`src/rtl/axis_to_uart_tx.sv`:
```
// AXI-Stream byte sink driving a UART transmit line.
// One frame per accepted word; back-to-back frames without idle gap.
module axis_to_uart_tx #(
  parameter int CLK_FREQ      = 100,
  parameter int BIT_RATE      = 115200,
  parameter int BIT_PER_WORD  = 8,
  parameter int PARITY_BIT    = 0,
  parameter int STOP_BITS_NUM = 1
) (
  input  logic       aclk,
  input  logic       aresetn,
  input  logic [7:0] tdata,
  input  logic       tvalid,
  output logic       tready,
  output logic       TX
);

  localparam int N =
    (CLK_FREQ * 1000000) / BIT_RATE;
  localparam int CNT_W =
    (N < 2) ? 1 : $clog2(N);
  localparam logic [CNT_W-1:0] LAST_CNT =
    CNT_W'(N - 1);
  localparam logic [2:0] LAST_BIT =
    3'(BIT_PER_WORD - 1);
  localparam logic [7:0] MASK =
    8'((1 << BIT_PER_WORD) - 1);

  if (N < 2) begin : g_bad_rate
    $error("bit period below 2 cycles");
  end
  if (BIT_PER_WORD < 5 ||
      BIT_PER_WORD > 8) begin : g_bad_bpw
    $error("BIT_PER_WORD out of 5..8");
  end
  if (PARITY_BIT < 0 ||
      PARITY_BIT > 2) begin : g_bad_par
    $error("PARITY_BIT out of 0..2");
  end
  if (STOP_BITS_NUM < 1 ||
      STOP_BITS_NUM > 2) begin : g_bad_stop
    $error("STOP_BITS_NUM not 1 or 2");
  end

  typedef enum logic [2:0] {
    S_IDLE,
    S_START,
    S_DATA,
    S_PARITY,
    S_STOP1,
    S_STOP2
  } state_t;

  state_t           state;
  logic [CNT_W-1:0] cnt;
  logic [2:0]       bit_cnt;
  logic [7:0]       shreg;
  logic             par_r;

  logic       last;
  logic       fin_stop;
  logic       hs;
  logic [7:0] wdata;
  logic       par_nxt;

  assign last  = (cnt == LAST_CNT);
  assign wdata = tdata & MASK;

  // Final stop symbol depends on the stop-bit count.
  always_comb begin
    fin_stop = 1'b0;
    if (STOP_BITS_NUM == 2)
      fin_stop = (state == S_STOP2);
    else
      fin_stop = (state == S_STOP1);
  end

  // Parity of the word being accepted, latched with it.
  always_comb begin
    par_nxt = 1'b0;
    if (PARITY_BIT == 1)
      par_nxt = ~^wdata;
    else if (PARITY_BIT == 2)
      par_nxt = ^wdata;
  end

  assign tready = (state == S_IDLE) ||
                  (fin_stop && last);
  assign hs     = tvalid && tready;

  // Frame sequencer; TX is registered and
  // the async reset forces the line idle.
  always_ff @(posedge aclk or negedge aresetn) begin
    if (!aresetn) begin
      state   <= S_IDLE;
      cnt     <= '0;
      bit_cnt <= '0;
      shreg   <= '0;
      par_r   <= 1'b0;
      TX      <= 1'b1;
    end else if (hs) begin
      state   <= S_START;
      cnt     <= '0;
      bit_cnt <= '0;
      shreg   <= wdata;
      par_r   <= par_nxt;
      TX      <= 1'b0;
    end else if (state == S_IDLE) begin
      cnt     <= '0;
      bit_cnt <= '0;
      TX      <= 1'b1;
    end else if (!last) begin
      cnt <= cnt + CNT_W'(1);
    end else begin
      cnt <= '0;
      unique case (state)
        S_START: begin
          state <= S_DATA;
          TX    <= shreg[0];
        end
        S_DATA: begin
          if (bit_cnt == LAST_BIT) begin
            bit_cnt <= '0;
            if (PARITY_BIT != 0) begin
              state <= S_PARITY;
              TX    <= par_r;
            end else begin
              state <= S_STOP1;
              TX    <= 1'b1;
            end
          end else begin
            bit_cnt <= bit_cnt + 3'd1;
            shreg   <= shreg >> 1;
            TX      <= shreg[1];
          end
        end
        S_PARITY: begin
          state <= S_STOP1;
          TX    <= 1'b1;
        end
        S_STOP1: begin
          if (STOP_BITS_NUM == 2)
            state <= S_STOP2;
          else
            state <= S_IDLE;
          TX <= 1'b1;
        end
        S_STOP2: begin
          state <= S_IDLE;
          TX    <= 1'b1;
        end
        default: begin
          state <= S_IDLE;
          TX    <= 1'b1;
        end
      endcase
    end
  end

endmodule

```
`config.mk`:
```
export PLATFORM = sky130hd
export DESIGN_NAME = axis_to_uart_tx
export DESIGN_NICKNAME = d
export VERILOG_FILES = /design/src/rtl/axis_to_uart_tx.sv
export SDC_FILE = /design/constraint.sdc
export NUM_CORES = 1
export LEC_CHECK = 0
export BUFFER_PORTS_ARGS = -buffer_cell sky130_fd_sc_hd__buf_4
export CAP_MARGIN = 20
export CORE_ASPECT_RATIO = 0.7
export CORE_MARGIN = 2
export CORE_UTILIZATION = 35
export DETAILED_ROUTE_END_ITERATION = 12
export GPL_ROUTABILITY_DRIVEN = 1
export PLACE_DENSITY = 0.48
export REMOVE_ABC_BUFFERS = 1
export SKIP_CTS_REPAIR_TIMING = 1
export SYNTH_ARGS = -nofsm -noshare
export SYNTH_HDL_FRONTEND = slang
export SYNTH_SLANG_ARGS = --single-unit
export TNS_END_PERCENT = 20
```
`constraint.sdc`:
```
create_clock -name aclk -period 2.7 [get_ports aclk]
set_input_delay 0.54 -clock aclk [delete_from_list [all_inputs] [get_ports aclk]]
set_output_delay 0.54 -clock aclk [all_outputs]
set_load 0.02 [all_outputs]
```
==> results of run 1 <==
==> worst max-delay path, stage by stage (launching register included) <==
cell,delay (ns)
sky130_fd_sc_hd__dfrtp_1,0.40
sky130_fd_sc_hd__ha_1,0.23
sky130_fd_sc_hd__or3b_4,0.43
sky130_fd_sc_hd__o31ai_4,0.18
sky130_fd_sc_hd__and2_1,0.15
sky130_fd_sc_hd__buf_4,0.13
==> routing by layer <==
metal / part of all wire / track usage
met1: 0.54 / 0.230
met2: 0.41 / 0.191
met3: 0.049 / 0.0338
met4: 0.010 / 0.0394
met5: 0 / 0
==> cell usage in the layout (no fill, tap or decap), types with 2 or more instances in the layout <==
master                      count
sky130_fd_sc_hd__nor3b_1        2
sky130_fd_sc_hd__o2bb2ai_1      7
sky130_fd_sc_hd__o31ai_4        2
sky130_fd_sc_hd__o21ai_1        2
sky130_fd_sc_hd__xor2_1         6
sky130_fd_sc_hd__and3_1        10
sky130_fd_sc_hd__o21a_1         2
sky130_fd_sc_hd__a21oi_1        2
sky130_fd_sc_hd__nand2_1        5
sky130_fd_sc_hd__nor2_1        12
sky130_fd_sc_hd__or3_1          2
sky130_fd_sc_hd__inv_1          2
sky130_fd_sc_hd__mux2i_1        2
sky130_fd_sc_hd__buf_4         14
sky130_fd_sc_hd__clkbuf_8       3
sky130_fd_sc_hd__nand4_1        3
sky130_fd_sc_hd__a22oi_1        7
sky130_fd_sc_hd__ha_1           3
sky130_fd_sc_hd__dfrtp_1       24
sky130_fd_sc_hd__nand3_1        5
sky130_fd_sc_hd__and2_1         2
sky130_fd_sc_hd__xnor2_1        2
sky130_fd_sc_hd__o31a_1         2
sky130_fd_sc_hd__nor3_1         3
==> sequential cells by signal, summed over array words and instances, names as in the netlist <==
| register | flops |
|---|---|
| cnt | 10 |
| shreg | 8 |
| bit_cnt | 3 |
| state | 3 |
| TX | 1 |
==> synth_stat cells, types with 3 or more instances <==
cell type and n:
sky130_fd_sc_hd__and3_1 10, sky130_fd_sc_hd__a22oi_1 7, sky130_fd_sc_hd__xor2_1 6, sky130_fd_sc_hd__nor3_1 3, sky130_fd_sc_hd__nor2_1 12, sky130_fd_sc_hd__dfrtp_1 24, sky130_fd_sc_hd__nand4_1 3, sky130_fd_sc_hd__nand3_1 5
sky130_fd_sc_hd__nand2_1 5, sky130_fd_sc_hd__ha_1 3, sky130_fd_sc_hd__o2bb2ai_1 7
==> layout make-up <==
type | count | share of cell area
multi-input cells | 96 | 0.452
flip-flops and latches | 25 | 0.403
repair buffers | 14 | 0.0676
well taps | 52 | 0.0419
clock buffers | 3 | 0.0266
inverters | 2 | 0.00483
clock inverters | 1 | 0.00322
==> power breakdown <==
group | internal (W) | switching (W) | total [W]
Sequential | 0.000430 | 0.0000696 | 0.000500
Clock | 0.000103 | 0.000116 | 0.000219
Combinational | 0.0000967 | 0.0000913 | 0.000188
Total | 0.000630 | 0.000277 | 0.000906
==> kinds of logic after synthesis <==
group,Yosys count,share of synthesized area
simple gates,54,0.237
compound gates,29,0.177
flops,25,0.451
xor+xnor,8,0.0504
buf+inv,8,0.0432
fa+ha+maj,3,0.0270
mux,2,0.0144
==> worst paths after layout <==
path | startpoint | endpoint | slack, ns | cells after the start
worst max-delay path | cnt[0]$_DFF_PN0_ | tready | 0.37 | 5
worst min-delay path | aresetn | cnt[8]$_DFF_PN0_ | 0.16 | 1
worst max register to register | cnt[0]$_DFF_PN0_ | shreg[7]$_DFFE_PN0P_ | 0.78 | 5
worst min register to register | cnt[0]$_DFF_PN0_ | cnt[0]$_DFF_PN0_ | 0.49 | 1
max in group asynchronous | aresetn | TX$_DFFE_PN1P_ | 2.26 | 1
min in group aclk | tdata[7] | shreg[7]$_DFFE_PN0P_ | 0.49 | 2
==> metrics by stage <==
| stage | utilization | hold WS (ns) |
|---|---|---|
| after CTS | 0.401 | 0.161 |
| final | 0.401 | 0.157 |
| after floorplan | - | 0.244 |
| after global routing | 0.401 | 0.170 |
| after detailed placement | 0.389 | 0.464 |
| after global placement | 0.389 | 0.460 |
==> metrics.md, run 1 <==
| Metric | Value |
|---|---|
| Number of maximum-capacitance constraint violations | 0 |
| Setup WS post-layout | 0.368 ns |
| Gpl congestion | 0.722 |
| First-pass GRT wire length | 5000 um |
| Dominant synthesized flop cell | sky130_fd_sc_hd__dfrtp_1 |
| Crit Path Class | flip-flop to output pin |
| Number of unique standard cell types used by synthesis | 41 |
| Fmax | 0.429 GHz |
| TritonRoute pass-1 iters | 4 |
| Remaining number of nets flagged by the antenna check after routing | 0 |
| Inserted Diodes | 0 |
| Net count, final | 156 |
| Via count of the first global-routing pass | 991 |
| Largest area contributor in the synthesized netlist | sky130_fd_sc_hd__dfrtp_1 |
| Total power draw | 0.000906 W |
| Clock latency on the worst-skew pair | 0.27 ns |
| Maximum buffer depth of the clock tree | 2 |
| Final count of negative-setup-slack endpoints | 0 |
| VDD IR-drop max | 311 uV |
| Total cell area at the placement stage | 1510 um2 |
| Critical path capture point type | output pin |
| Via count | 1009 |
| Residual DRC count | 0 |
| Critical path fanouts, max | 4 |
| Overall fraction of global-route tracks in use | 0.145 |
| Relative slew slack | 0.652 |
| Number of design-rule violations left by the first detailed-router iteration | 32 |
| Share of async-settable or async-resettable flops after synthesis | 1.00 |
| Status | completed |
| Worst EP arrival | 1.79 ns |
| Ratio of total power to cell area | 583 nW/um2 |
| Fraction of layout cells with a size suffix above 1 | 0.184 |
| Synthesized area | 1390 um2 |
| Area growth from synthesis to layout | 11.8% |
| Remaining global-route overflow | 0 |
| TritonCTS clock tree | done |
| Summed negative setup slack over all endpoints | 0 ns |
| Setup clock skew after layout | 0.00677 ns |
| Cell total after placement | 189 |
| Die footprint | 4500 um2 |
| Number of synthesis warnings | 0 |
| Final std cell area, no fill | 1550 um2 |
| Number of flops mapped to enable cells by yosys | 0 |
| Period Utilization, post-route | 0.864 |
| H-tree depth | 1 |
| CTS Sinks | 25 |
| Share of the yosys chip area belonging to registers | 0.451 |
| Worst slack after detailed placement | 0.658 ns |
| Kind of launch point of the worst setup path | flip-flop |
| Non-filler instance count after layout | 193 |
| Syn avg cell area | 10.8 um2 |
| Core Area | 3870 um2 |
| Antenna violations before repair | 0 |
| Leakage power total | 0.721 nW |
| Maximum number of pins on one net before global-route repair | 26 |
| Cell types with the largest area share after synthesis | sky130_fd_sc_hd__dfrtp_1 (43%), sky130_fd_sc_hd__and3_1 (4.5%), sky130_fd_sc_hd__o2bb2ai_1 (4.4%) |
| Fraction of post-synthesis cell area in the top cell type by area | 0.432 |
| Routed WL | 2830 um |
| Max-slew violation total from the final report | 0 |
| Mean routed wirelength per cell | 14.6 um |
| Number of standard-cell rows in the floorplan | 19 |
| Class of the tightest hold or removal check | input pin to asynchronous set/reset pin |
| Flop and latch count out of synthesis | 25 |
| Area taken by flip-flops and latches | 627 um2 |
| Unrepaired setup endpoints after global routing | no |
| Count of endpoints failing hold in the final timing report | 0 |
| Clock-pin slew on the worst setup and hold paths | 0.09 ns |
| Required arrival time at the worst endpoint | 2.16 ns |
| Die width | 79.3 um |
| Slew at the pin with the worst max-slew slack | 0.517 ns |
| Layout filler cell count | 375 |
| Initial Util | 0.359 |
| Mapped Cells | 129 |
| Vert. Die Dim | 56.7 um |
| Vias per inst | 5.23 |
| Area of the multi-input gates | 703 um2 |
| Min cycle time layout | 2.33 ns |
| I/O pin total | 13 |
| Library cell used as clock root buffer | sky130_fd_sc_hd__clkbuf_8 |
| Inserted Clock Buffers | 3 |
| Number of buffers inserted by port buffering | 12 |
| DP HPWL | 2110 um |
No activity file was read; power rests on OpenSTA's default activity.
==> run 2, diff against run 1 <==
==> constraint.sdc (replaced) <==
create_clock -name aclk -period 2.7 [get_ports aclk]
set_input_delay 0.27 -clock aclk [delete_from_list [all_inputs] [get_ports aclk]]
set_output_delay 0.27 -clock aclk [all_outputs]
set_load 0.02 [all_outputs]
==> metrics.md, run 2 (synthesis gave the netlist of run 1 again) <==
| Metric | Value |
|---|---|
| Vert. Die Dim | 56.7 um |
| Setup clock skew after layout | 0.00209 ns |
| Required arrival time at the worst endpoint | 2.43 ns |
| Count of endpoints failing hold in the final timing report | 0 |
| Via count of the first global-routing pass | 968 |
| Worst slack after detailed placement | 0.692 ns |
| Area growth from synthesis to layout | 11.3% |
| Vias per inst | 5.11 |
| Setup WS post-layout | 0.414 ns |
| Number of buffers inserted by port buffering | 12 |
| Number of design-rule violations left by the first detailed-router iteration | 50 |
| VDD IR-drop max | 285 uV |
| Slew at the pin with the worst max-slew slack | 0.785 ns |
| Fraction of layout cells with a size suffix above 1 | 0.164 |
| I/O pin total | 13 |
| Status | completed |
| First-pass GRT wire length | 4790 um |
| Maximum buffer depth of the clock tree | 2 |
| Critical path fanouts, max | 10 |
| Top flop regs | cnt: 10 flops, shreg: 8 flops |
| H-tree depth | 1 |
| Cell total after placement | 187 |
| Core Area | 3870 um2 |
| DP HPWL | 2030 um |
| CTS Sinks | 25 |
| Period Utilization, post-route | 0.847 |
| Clock latency on the worst-skew pair | 0.27 ns |
| Non-filler instance count after layout | 192 |
| Max-slew violation total from the final report | 0 |
| Remaining number of nets flagged by the antenna check after routing | 0 |
| Crit Path Class | flip-flop to output pin |
| Remaining global-route overflow | 0 |
| Maximum number of pins on one net before global-route repair | 26 |
| Fmax | 0.438 GHz |
| Kind of launch point of the worst setup path | flip-flop |
| Ratio of total power to cell area | 586 nW/um2 |
| Via count | 982 |
| Most flop-heavy register | cnt |
| Summed negative setup slack over all endpoints | 0 ns |
| Inserted Clock Buffers | 3 |
| Worst EP arrival | 2.02 ns |
| Relative slew slack | 0.472 |
| Max FFs per register | 10 |
| Inserted Diodes | 0 |
| Min cycle time layout | 2.29 ns |
| Most common library cell in the layout ignoring fill and taps | sky130_fd_sc_hd__dfrtp_1 |
| Antenna violations before repair | 0 |
| Mean routed wirelength per cell | 14.4 um |
| Clock-pin slew on the worst setup and hold paths | 0.08 ns |
| Die footprint | 4500 um2 |
| Library cell used as clock root buffer | sky130_fd_sc_hd__clkbuf_8 |
| Number of standard-cell rows in the floorplan | 19 |
| Number of maximum-capacitance constraint violations | 0 |
| Commonest cells after routing, fill and taps aside | sky130_fd_sc_hd__dfrtp_1 (24), sky130_fd_sc_hd__nor2_1 (12), sky130_fd_sc_hd__buf_4 (12), sky130_fd_sc_hd__and3_1 (10) |
| Overall fraction of global-route tracks in use | 0.139 |
| TritonRoute pass-1 iters | 4 |
| TritonCTS clock tree | done |
| Gpl congestion | 0.771 |
| Net count, final | 155 |
| Residual DRC count | 0 |
| Class of the tightest hold or removal check | input pin to flip-flop |
| Routed WL | 2770 um |
| Critical path capture point type | output pin |
| Final count of negative-setup-slack endpoints | 0 |
| Die width | 79.3 um |
| Leakage power total | 0.713 nW |
| Unrepaired setup endpoints after global routing | no |
| Initial Util | 0.359 |
run 2: final cells by class:
cell class / instances / area, um2
clock buffer: 4 / 45.0
tap: 52 / 65.1
timing repair buffer: 13 / 100
sequential: 25 / 627
inverter: 2 / 7.51
multi-input combinational: 96 / 703
fill: 389 / 2330
run 2: path summary, 6_finish.rpt:
path / startpoint / to / slack [ns] / cells after the start
hold / removal: tdata[7] / shreg[7]$_DFFE_PN0P_ / 0.22 / 2
max in group asynchronous: aresetn / TX$_DFFE_PN1P_ / 1.98 / 2
setup reg to reg: bit_cnt[0]$_DFFE_PN0P_ / shreg[1]$_DFFE_PN0P_ / 0.72 / 5
min in group asynchronous: aresetn / cnt[4]$_DFF_PN0_ / 0.43 / 2
setup / recovery: cnt[0]$_DFF_PN0_ / tready / 0.41 / 5
hold reg to reg: cnt[0]$_DFF_PN0_ / cnt[0]$_DFF_PN0_ / 0.49 / 1
run 2: report_power, final:
group / leakage [nW] / internal [W] / switching, W
Clock: 0.0228 / 0.000106 / 0.000113
Sequential: 0.332 / 0.000430 / 0.0000670
Combinational: 0.358 / 0.0000983 / 0.0000935
Total: 0.713 / 0.000634 / 0.000273
run 2: worst max-delay path, stage by stage, from the launching register on:
cell and delay [ns]:
sky130_fd_sc_hd__dfrtp_1 0.39, sky130_fd_sc_hd__ha_1 0.22, sky130_fd_sc_hd__or3b_4 0.43, sky130_fd_sc_hd__o31ai_4 0.39, sky130_fd_sc_hd__and2_1 0.19, sky130_fd_sc_hd__buf_4 0.13
run 2: stage by stage:
stage / util / cell area (um2) / power (W) / hold slack (ns)
finish: 0.399 / 1550 / 0.000907 / 0.219
floorplan: - / 1340 / 0.000625 / -0.0256
global route: 0.399 / 1550 / 0.000969 / 0.241
global placement: 0.385 / 1490 / 0.000691 / 0.191
detailed placement: 0.385 / 1490 / 0.000694 / 0.196
CTS: 0.397 / 1540 / 0.000916 / -0.0995
run 2: per-layer routing:
metal	track usage	part of all wire	vias to the layer above
li1	-	-	495
met1	0.211	0.54	471
met2	0.195	0.42	12
met3	0.0354	0.032	4
met4	0.0369	0.011	0
met5	0	0	-
==> run 3, diff against run 2 <==
--- a/config.mk
+++ b/config.mk
@@ -12,7 +12,7 @@
 export CORE_UTILIZATION = 35
 export DETAILED_ROUTE_END_ITERATION = 12
 export GPL_ROUTABILITY_DRIVEN = 1
-export PLACE_DENSITY = 0.48
+export PLACE_DENSITY = 0.5
 export REMOVE_ABC_BUFFERS = 1
 export SKIP_CTS_REPAIR_TIMING = 1
 export SYNTH_ARGS = -nofsm -noshare
==> constraint.sdc (replaced) <==
create_clock -name aclk -period 2 [get_ports aclk]
set_input_delay 0.2 -clock aclk [delete_from_list [all_inputs] [get_ports aclk]]
set_output_delay 0.2 -clock aclk [all_outputs]
set_load 0.02 [all_outputs]
==> metrics.md, run 3 (synthesis gave the netlist of run 1 again) <==
| Metric | Value |
|---|---|
| Vias per inst | 5.19 |
| Cell depth of the worst min-delay path | 2 |
| Class of the tightest hold or removal check | input pin to flip-flop |
| Worst reg-to-reg path cell count | 6 |
| DP HPWL | 2210 um |
| Max-slew violation total from the final report | 0 |
| Gpl congestion | 0.776 |
| Hold slack | 0.149 ns |
| Crit Path Class | flip-flop to output pin |
| Number of buffers inserted by port buffering | 12 |
| Maximum buffer depth of the clock tree | 2 |
| Top flop regs | cnt: 10 flops, shreg: 8 flops |
| Layout filler cell count | 371 |
| Number of standard-cell rows in the floorplan | 19 |
| Most flop-heavy register | cnt |
| Overall fraction of global-route tracks in use | 0.143 |
| Fraction of layout cells with a size suffix above 1 | 0.218 |
| Slew at the pin with the worst max-slew slack | 0.421 ns |
| Maximum number of pins on one net before global-route repair | 26 |
| Status | completed |
| Kind of launch point of the worst setup path | flip-flop |
| H-tree depth | 1 |
| Delay contributed by the slowest stage of the critical path | 0.41 ns |
| Required arrival time at the worst endpoint | 1.80 ns |
| I/O pin total | 13 |
| Remaining number of nets flagged by the antenna check after routing | 0 |
| Final count of negative-setup-slack endpoints | 0 |
| Most common library cell in the layout ignoring fill and taps | sky130_fd_sc_hd__dfrtp_1 |
| Final std cell area, no fill | 1610 um2 |
| Count of endpoints failing hold in the final timing report | 0 |
| Net count, final | 162 |
| Mean routed wirelength per cell | 15.1 um |
| Number of design-rule violations left by the first detailed-router iteration | 52 |
| Initial Util | 0.359 |
| Die width | 79.3 um |
| Max FFs per register | 10 |
| Vert. Die Dim | 56.7 um |
| Top cell family by delay on the critical path | simple AND/OR/NAND/NOR gates |
| Period Utilization, post-route | 0.995 |
| Total cell area at the placement stage | 1530 um2 |
| TritonRoute pass-1 iters | 4 |
| Critical path capture point type | output pin |
| Area growth from synthesis to layout | 15.8% |
| Setup clock skew after layout | 0.00109 ns |
| Worst EP arrival | 1.79 ns |
| Number of maximum-capacitance constraint violations | 0 |
| Inserted Diodes | 0 |
| Clock latency on the worst-skew pair | 0.27 ns |
| Min cycle time layout | 1.99 ns |
| Core Area | 3870 um2 |
| Inserted Clock Buffers | 3 |
| TritonCTS clock tree | done |
| Residual DRC count | 0 |
| Commonest cells after routing, fill and taps aside | sky130_fd_sc_hd__dfrtp_1 (24), sky130_fd_sc_hd__buf_4 (18), sky130_fd_sc_hd__nor2_1 (12), sky130_fd_sc_hd__and3_1 (10) |
| Leakage power total | 0.748 nW |
| Remaining global-route overflow | 0 |
| Ratio of total power to cell area | 781 nW/um2 |
| Critical-path cell with the highest stage delay | sky130_fd_sc_hd__or3b_4 |
| Fmax | 0.503 GHz |
| Unrepaired setup endpoints after global routing | yes |
| Critical path fanouts, max | 4 |
| Levels on crit path | 5 |
| Count of buffering cells on the critical path with inverters included | 1 |
| VDD IR-drop max | 344 uV |
| Via count | 1032 |
| Die footprint | 4500 um2 |
| Clock-pin slew on the worst setup and hold paths | 0.09 ns |
| Sequence of cells on the critical path | ha_2 -> or3b_4 -> o31ai_4 -> and2_4 -> buf_6 |
| Via count of the first global-routing pass | 938 |
| Library cell used as clock root buffer | sky130_fd_sc_hd__clkbuf_8 |
| CTS Sinks | 25 |
| Routed WL | 3010 um |
| Antenna violations before repair | 0 |
| Relative slew slack | 0.719 |
| First-pass GRT wire length | 4970 um |
==> run 3: cell types whose count changed in the layout (fill, tap and decap cells not counted) <==
| cell | previous run | this run |
|---|---|---|
| sky130_fd_sc_hd__buf_6 | 0 | 1 |
| sky130_fd_sc_hd__ha_1 | 3 | 2 |
| sky130_fd_sc_hd__buf_4 | 12 | 18 |
| sky130_fd_sc_hd__and2_4 | 0 | 1 |
| sky130_fd_sc_hd__ha_2 | 0 | 1 |
| sky130_fd_sc_hd__and2_1 | 2 | 1 |
==> run 3: area by class of cell <==
type	count	area, um2	share of cell area
clock buffers	4	45.0	0.0280
inverters	2	7.51	0.00467
multi-input cells	96	708	0.440
flip-flops and latches	25	627	0.390
well taps	52	65.1	0.0404
repair buffers	20	156	0.0972
==> run 3: where the power goes <==
part           switching [W]  internal (W)  total [W]
sequential         0.0000904      0.000580   0.000671
clock               0.000158      0.000142   0.000301
combinational       0.000128      0.000157   0.000285
==> run 3: path summary, 6_finish.rpt <==
kind                                  start              endpoint  slack, ns
max                        cnt[0]$_DFF_PN0_                tready       0.01
min                                tdata[7]  shreg[7]$_DFFE_PN0P_       0.15
max reg2reg                cnt[0]$_DFF_PN0_  shreg[1]$_DFFE_PN0P_       0.25
min reg2reg                  TX$_DFFE_PN1P_        TX$_DFFE_PN1P_       0.48
max in group asynchronous           aresetn        TX$_DFFE_PN1P_       1.33
min in group asynchronous           aresetn      cnt[6]$_DFF_PN0_       0.37
==> run 3: metal layers <==
| layer | wire, um | track usage |
|---|---|---|
| met4 | 17 | 0.0148 |
| met2 | 1190 | 0.180 |
| met3 | 85 | 0.0434 |
| met1 | 1710 | 0.239 |
| met5 | 0 | 0 |
==> run 3: per-stage QoR <==
stage / utilization / cells / TNS (ns) / power [W] / setup WS [ns]
2_1_floorplan: - / 123 / 0 / 0.000844 / 0.225
3_3_place_gp: 0.395 / 192 / 0 / 0.000940 / 0.295
3_5_place_dp: 0.395 / 192 / 0 / 0.000944 / 0.261
4_1_cts: 0.407 / 196 / -0.0290 / 0.00124 / -0.0290
5_1_grt: 0.415 / 199 / -0.0596 / 0.00135 / -0.0596
6_report: 0.415 / 199 / 0 / 0.00126 / 0.0107
